**config.mk**
```make
export PLATFORM = sky130hd
export DESIGN_NAME = seg_scan_ctrl_flat
export DESIGN_NICKNAME = d
export VERILOG_FILES = /design/src/rtl/seg_scan_pkg.sv /design/src/rtl/seg_scan_ctrl_if.sv /design/src/rtl/scan_prescaler.sv /design/src/rtl/seg_scan_ctrl.sv /design/src/flat_wrapper.sv
export SDC_FILE = /design/constraint.sdc
export NUM_CORES = 1
export LEC_CHECK = 0
export ABC_CLOCK_PERIOD_IN_PS = 3300
export BUFFER_PORTS_ARGS = -buffer_cell sky130_fd_sc_hd__buf_4
export CORE_MARGIN = 3
export CORE_UTILIZATION = 61
export DETAILED_ROUTE_END_ITERATION = 8
export HOLD_SLACK_MARGIN = 0.12
export MAX_ROUTING_LAYER = met4
export PLACE_DENSITY = 0.88
export SETUP_SLACK_MARGIN = 0.3
export SLEW_MARGIN = 10
export SYNTH_ARGS = -nofsm -noshare
export SYNTH_HDL_FRONTEND = slang
export SYNTH_HIERARCHICAL = 1
export SYNTH_SLANG_ARGS = --single-unit
export TNS_END_PERCENT = 1
```
**constraint.sdc**
```tcl
create_clock -name clk -period 3.3 [get_ports clk]
set_input_delay 0.33 -clock clk [delete_from_list [all_inputs] [get_ports clk]]
set_output_delay 0.33 -clock clk [all_outputs]
set_load 0.02 [all_outputs]
```
**src/rtl/seg_scan_pkg.sv**
```systemverilog
// Shared types, widths and helpers for the multiplexed seven-segment scanner.
package seg_scan_pkg;

  // Width of one digit code on the shared decoder bus.
  localparam int unsigned CODE_W = 4;

  // Per-slot output decision: strobes off, or one strobe driving.
  typedef enum logic {
    StBlank,
    StDrive
  } slot_state_e;

  // Message handshake: shadow register free, or holding a message awaiting commit.
  typedef enum logic {
    HsIdle,
    HsPending
  } hs_state_e;

  // Bits needed to count 0..value-1; never less than 1 so single-value counters stay legal.
  function automatic int unsigned clog2(input int unsigned value);
    int unsigned width;
    width = 1;
    while ((32'd1 << width) < value) begin
      width = width + 1;
    end
    return width;
  endfunction

endpackage

```
**src/rtl/seg_scan_ctrl_if.sv**
```systemverilog
// Message handshake between the vending FSM (master) and the display scanner (slave).
interface seg_scan_ctrl_if
  import seg_scan_pkg::*;
#(
  parameter int unsigned DIGITS = 4
);

  logic                       msg_load;
  logic [CODE_W*DIGITS-1:0]   msg_data;
  logic                       msg_ready;

  modport master (
    output msg_load,
    output msg_data,
    input  msg_ready
  );

  modport slave (
    input  msg_load,
    input  msg_data,
    output msg_ready
  );

endinterface

```
**src/rtl/scan_prescaler.sv**
```systemverilog
// Slot counter and digit index for the display scan, plus slot/frame timing strobes.
module scan_prescaler
  import seg_scan_pkg::*;
#(
  parameter int unsigned SCAN_DIV  = 50000,
  parameter int unsigned BLANK_CYC = 16,
  parameter int unsigned DIGITS    = 4,
  localparam int unsigned IDX_W    = clog2(DIGITS)
) (
  input  logic             clk,
  input  logic             rst_n,
  output logic             slot_start,
  output logic             in_blank,
  output logic             frame_end,
  output logic [IDX_W-1:0] idx
);

  localparam int unsigned      CNT_W     = clog2(SCAN_DIV);
  localparam logic [CNT_W-1:0] CNT_LAST  = CNT_W'(SCAN_DIV - 1);
  localparam logic [CNT_W-1:0] CNT_BLANK = CNT_W'(BLANK_CYC);
  localparam logic [IDX_W-1:0] IDX_LAST  = IDX_W'(DIGITS - 1);

  logic [CNT_W-1:0] cnt_q, cnt_d;
  logic [IDX_W-1:0] idx_q, idx_d;
  logic             slot_end;

  // Next-state for the slot counter and digit index; index advances only at slot wrap.
  always_comb begin
    slot_end = (cnt_q == CNT_LAST);
    cnt_d    = slot_end ? '0 : cnt_q + 1'b1;
    idx_d    = idx_q;
    if (slot_end) begin
      idx_d = (idx_q == IDX_LAST) ? '0 : idx_q + 1'b1;
    end
  end

  // Counter state.
  always_ff @(posedge clk or negedge rst_n) begin
    if (!rst_n) begin
      cnt_q <= '0;
      idx_q <= '0;
    end else begin
      cnt_q <= cnt_d;
      idx_q <= idx_d;
    end
  end

  // Strobes are decoded from the current count; the top registers everything it drives.
  always_comb begin
    slot_start = (cnt_q == '0);
    in_blank   = (cnt_q < CNT_BLANK);
    frame_end  = slot_end && (idx_q == IDX_LAST);
    idx        = idx_q;
  end

endmodule

```
**src/rtl/seg_scan_ctrl.sv**
```systemverilog
// Time-multiplexes a multi-digit code message onto one shared 7-segment decoder with
// per-slot blanking dead-time and frame-aligned message updates.
module seg_scan_ctrl
  import seg_scan_pkg::*;
#(
  parameter int unsigned DIGITS    = 4,
  parameter int unsigned SCAN_DIV  = 50000,
  parameter int unsigned BLANK_CYC = 16
) (
  input  logic              clk,
  input  logic              rst_n,
  input  logic              disp_on,
  seg_scan_ctrl_if.slave    msg_if,
  output logic [CODE_W-1:0] dec_x,
  output logic              dec_p,
  output logic [DIGITS-1:0] an_n,
  output logic              frame_tick
);

  localparam int unsigned IDX_W = clog2(DIGITS);
  localparam int unsigned MSG_W = CODE_W * DIGITS;

  logic             slot_start;
  logic             in_blank;
  logic             frame_end;
  logic [IDX_W-1:0] idx;

  scan_prescaler #(
    .SCAN_DIV  (SCAN_DIV),
    .BLANK_CYC (BLANK_CYC),
    .DIGITS    (DIGITS)
  ) u_prescaler (
    .clk        (clk),
    .rst_n      (rst_n),
    .slot_start (slot_start),
    .in_blank   (in_blank),
    .frame_end  (frame_end),
    .idx        (idx)
  );

  logic [MSG_W-1:0] shadow_q;
  logic [MSG_W-1:0] active_q;
  hs_state_e        hs_q;
  logic             msg_ready_q;

  // Handshake FSM: accept into shadow when free; commit to active only on the last cycle of a
  // frame so the next frame starts at digit 0 with the whole new message.
  always_ff @(posedge clk or negedge rst_n) begin
    if (!rst_n) begin
      shadow_q    <= '0;
      active_q    <= '0;
      hs_q        <= HsIdle;
      msg_ready_q <= 1'b1;
    end else begin
      unique case (hs_q)
        HsIdle: begin
          if (msg_if.msg_load && msg_ready_q) begin
            shadow_q    <= msg_if.msg_data;
            hs_q        <= HsPending;
            msg_ready_q <= 1'b0;
          end
        end
        HsPending: begin
          // A load taken on a frame_end cycle arrives here one cycle later, so it waits a frame.
          if (frame_end) begin
            active_q    <= shadow_q;
            hs_q        <= HsIdle;
            msg_ready_q <= 1'b1;
          end
        end
        default: hs_q <= HsIdle;
      endcase
    end
  end

  assign msg_if.msg_ready = msg_ready_q;

  slot_state_e       slot_st_d;
  logic [DIGITS-1:0] an_n_d;
  logic [CODE_W-1:0] active_code;

  // Slot decision for this cycle; disp_on=0 forces blank without touching the scan.
  always_comb begin
    slot_st_d = (in_blank || !disp_on) ? StBlank : StDrive;
    for (int i = 0; i < DIGITS; i++) begin
      an_n_d[i] = !((slot_st_d == StDrive) && (idx == IDX_W'(i)));
    end
    active_code = active_q[int'(idx) * CODE_W +: CODE_W];
  end

  logic [DIGITS-1:0] an_n_q;
  logic              dec_p_q;
  logic [CODE_W-1:0] dec_x_q;
  logic              frame_tick_q;

  // Output registers; dec_x is only reloaded at slot start, which is always blank on the pins.
  always_ff @(posedge clk or negedge rst_n) begin
    if (!rst_n) begin
      an_n_q       <= '1;
      dec_p_q      <= 1'b0;
      dec_x_q      <= '0;
      frame_tick_q <= 1'b0;
    end else begin
      an_n_q       <= an_n_d;
      dec_p_q      <= (slot_st_d == StDrive);
      frame_tick_q <= frame_end;
      if (slot_start) begin
        dec_x_q <= active_code;
      end
    end
  end

  assign an_n       = an_n_q;
  assign dec_p      = dec_p_q;
  assign dec_x      = dec_x_q;
  assign frame_tick = frame_tick_q;

endmodule

```
**src/flat_wrapper.sv**
```systemverilog
// flat-port wrapper written by rule: the top's interface ports become plain ports
module seg_scan_ctrl_flat import seg_scan_pkg::*;
#(
  parameter int unsigned DIGITS    = 4,
  parameter int unsigned SCAN_DIV  = 50000,
  parameter int unsigned BLANK_CYC = 16
)
  (clk, rst_n, disp_on, dec_x, dec_p, an_n, frame_tick, msg_if_msg_load, msg_if_msg_data, msg_if_msg_ready);
  seg_scan_ctrl_if #(.DIGITS(DIGITS)) msg_if_i ();
  input  logic clk;
  input  logic rst_n;
  input  logic disp_on;
  output logic [CODE_W-1:0] dec_x;
  output logic dec_p;
  output logic [DIGITS-1:0] an_n;
  output logic frame_tick;
  input wire logic [$bits(msg_if_i.msg_load)-1:0] msg_if_msg_load;
  input wire logic [$bits(msg_if_i.msg_data)-1:0] msg_if_msg_data;
  output wire logic [$bits(msg_if_i.msg_ready)-1:0] msg_if_msg_ready;
  assign msg_if_i.msg_load = msg_if_msg_load;
  assign msg_if_i.msg_data = msg_if_msg_data;
  assign msg_if_msg_ready = msg_if_i.msg_ready;
  seg_scan_ctrl #(.DIGITS(DIGITS), .SCAN_DIV(SCAN_DIV), .BLANK_CYC(BLANK_CYC)) u_core (.clk(clk), .rst_n(rst_n), .disp_on(disp_on), .msg_if(msg_if_i), .dec_x(dec_x), .dec_p(dec_p), .an_n(an_n), .frame_tick(frame_tick));
endmodule
```
==> reports/metrics.csv <==
metric,value,unit
CTS Buf Count,9,
vias in the first global route,1693,
Leak,1.60,nW
Syn Nets,217,
routed via count,1668,
total wire length,4940,microns
per-cell routed wire length,17.2,microns
"EDFF count, synth",0,
startpoint types,register,
max cap viols,0,
Worst R2R End,u_core/active_q[4],
"Top FF cell, synth",dfrtp_1,
CP required,3520,ps
Final HPWL DP,3140,microns
highest-count cells in the layout ignoring fill and taps,"dfrtp_1, buf_4, mux2_2",
Worst-Skew Late Latency,340,ps
GRT overflow,0,
Final Max Tran Viols,0,
Power Dens Cells,482,nW/um^2
Core Box Area,4120,sq um
ys async rst share,1.00,
Worst Hold Class,input port to register,
final period utilization,0.746,
row cnt,23,
WS Path Type,register to register,
Fmax achieved,0.406,GHz
hold path cells,2,
CP arrival,2680,ps
worst rel slew slack,0.503,
vias per cell,5.79,
Final min period,2460,ps
Critical Path Sink Type,register,
Post CTS Setup Buffer Count,0,
HP Start,msg_if_msg_data[9],
clk sinks,62,
Worst Max-Slew Pin Slew,745,ps
IO Port Bufs,30,
Die Wd,72.1,microns
clock skew,14.3,ps
share of layout cells above drive strength 1,0.399,
H-tree depth,3,
"Cell Area, Synth",2670,sq um
cell area after placement,2920,sq um
Fill cells,252,
GRT Overall Usage,0.217,
R2R setup slack,840,ps
# nets final,256,
clk slew on worst S/H paths,70,ps
TritonCTS clock tree,done,
Synth Warn #,6,
RSZ-0062 raised after global routing,no,
Bufs on Longest Clock Path,2,
root buffer cell,clkbuf_8,
DIE AREA,5200,sq um
Final Hold Viols,0,
GPL Wtd Cong,0.814,
first-pass GRT wire length,8220,microns
Initial Util,0.649,
R2R cell count,8,
largest net degree at the start of global routing,63,
"most common cell after layout, fill and taps aside",dfrtp_1,
CP Max Fanout,17,
Ports,31,
Remaining DRCs,0,
initial antenna violation count,0,
Synth cell types,36,
fin util,0.765,
n_diodes,0,
Finished Cell Area,3150,sq um
Post-Syn Area per Cell,13.8,sq um
Routed Antenna Nets,0,
Hold EP,u_core/shadow_q[9],
# setup viols final,0,
DRT Pass-1 Iters,4,
DIE HEIGHT,72.1,microns
area delta synth->final,17.9,%
synthesized flop and latch total,62,
"Seq/Total Area, Yosys",0.584,
starting DRC count in detailed routing,171,
status,finished clean,
setup_tns,0,ps
Gate Count Post-Synth,194,
Peak VDD IR,0.000463,V
reg2reg start,u_core/u_prescaler/cnt_q[0],
## power by group
part           switching, mW  total, mW  leakage, nW  internal [mW]
clock network          0.293      0.717        0.106          0.424
registers           0.000353      0.762        0.827          0.762
logic                 0.0199     0.0375        0.666         0.0176
## worst max-delay path by stage
stage | from | end
after floorplan | u_core/u_prescaler/cnt_q[0] | u_core/active_q[0]
after global placement | u_core/u_prescaler/cnt_q[0] | u_core/active_q[4]
after detailed placement | u_core/u_prescaler/cnt_q[0] | u_core/active_q[4]
after CTS | u_core/u_prescaler/cnt_q[0] | u_core/active_q[4]
after global routing | u_core/u_prescaler/cnt_q[0] | u_core/active_q[3]
final | u_core/u_prescaler/cnt_q[0] | u_core/active_q[4]
## routing by layer
metal,global-route usage,up-vias,wire length (microns),part of all wire
met4,0.106,0,123,0.025
met2,0.331,58,2410,0.49
met5,-,-,0,0
met1,0.280,833,2190,0.44
li1,-,762,-,-
met3,0.0416,15,223,0.045
## sequential cells by signal, indices dropped and copies added (netlist names)
register and cells:
u_core/frame_tick 1, u_core/u_prescaler/idx 2, u_core/hs_q 1, u_core/msg_if.msg_ready 1
u_core/u_prescaler/cnt_q 16, u_core/active_q 16, u_core/shadow_q 16, u_core/dec_p 1
u_core/dec_x 4, u_core/an_n 4
## synthesized netlist by cell type (all sizes together) (2+ instances only)
| cell | n | area share |
|---|---|---|
| nor2 | 15 | 0.021 |
| nand3b | 3 | 0.013 |
| nor4 | 3 | 0.0070 |
| nand3 | 7 | 0.015 |
| o21ai | 2 | 0.0038 |
| dfstp | 5 | 0.049 |
| xor2 | 6 | 0.020 |
| nand2 | 7 | 0.011 |
| ha | 3 | 0.014 |
| nand4 | 4 | 0.012 |
| inv | 6 | 0.0084 |
| dfrtp | 57 | 0.53 |
| xnor2 | 7 | 0.023 |
| nor2b | 2 | 0.0056 |
| nand2b | 5 | 0.012 |
| o221ai | 5 | 0.019 |
| mux2i | 8 | 0.030 |
| buf | 4 | 0.015 |
| mux2 | 34 | 0.15 |
| nor3 | 5 | 0.015 |
## metrics by stage
stage | total power, mW | hold WS [ps] | std cells | setup WS, ps
6_report | 1.52 | 220 | 288 | 837
4_1_cts | 1.53 | 210 | 288 | 859
3_5_place_dp | 0.814 | 449 | 271 | 940
2_1_floorplan | 0.780 | 34.4 | 194 | 1150
5_1_grt | 1.56 | 207 | 288 | 721
3_3_place_gp | 0.813 | 440 | 271 | 1060
## critical path, stage by stage, from the launching register on
cell     delay [ps]
dfrtp_1         450
ha_1            230
nand3_2         160
or2_4           300
nor3_4          160
buf_4           210
and2_1          200
nand2_2         270
mux2_2          370
## repair_timing
action | in CTS | in global routing
hold endpoints to repair | 57 | 0
gates resized for setup | 0 | 0
hold buffers | 1 | 0
## area by class of cell
| type | count | area [sq um] | area share |
|---|---|---|---|
| Clock buffer | 10 | 128 | 0.0406 |
| Tap cell | 50 | 62.6 | 0.0199 |
| Inverter | 6 | 22.5 | 0.00716 |
| Timing Repair Buffer | 32 | 243 | 0.0771 |
| Clock inverter | 6 | 86.3 | 0.0274 |
| Sequential cell | 62 | 1560 | 0.495 |
| Multi-Input combinational cell | 122 | 1050 | 0.333 |
## cells by family after synthesis
| logic type | share of synthesized area |
|---|---|
| mux | 0.185 |
| fa+ha+maj | 0.0141 |
| compound gates | 0.0253 |
| flops | 0.584 |
| xor+xnor | 0.0427 |
| simple gates | 0.126 |
| buf+inv | 0.0239 |
Power figures use the tool's default switching activity.
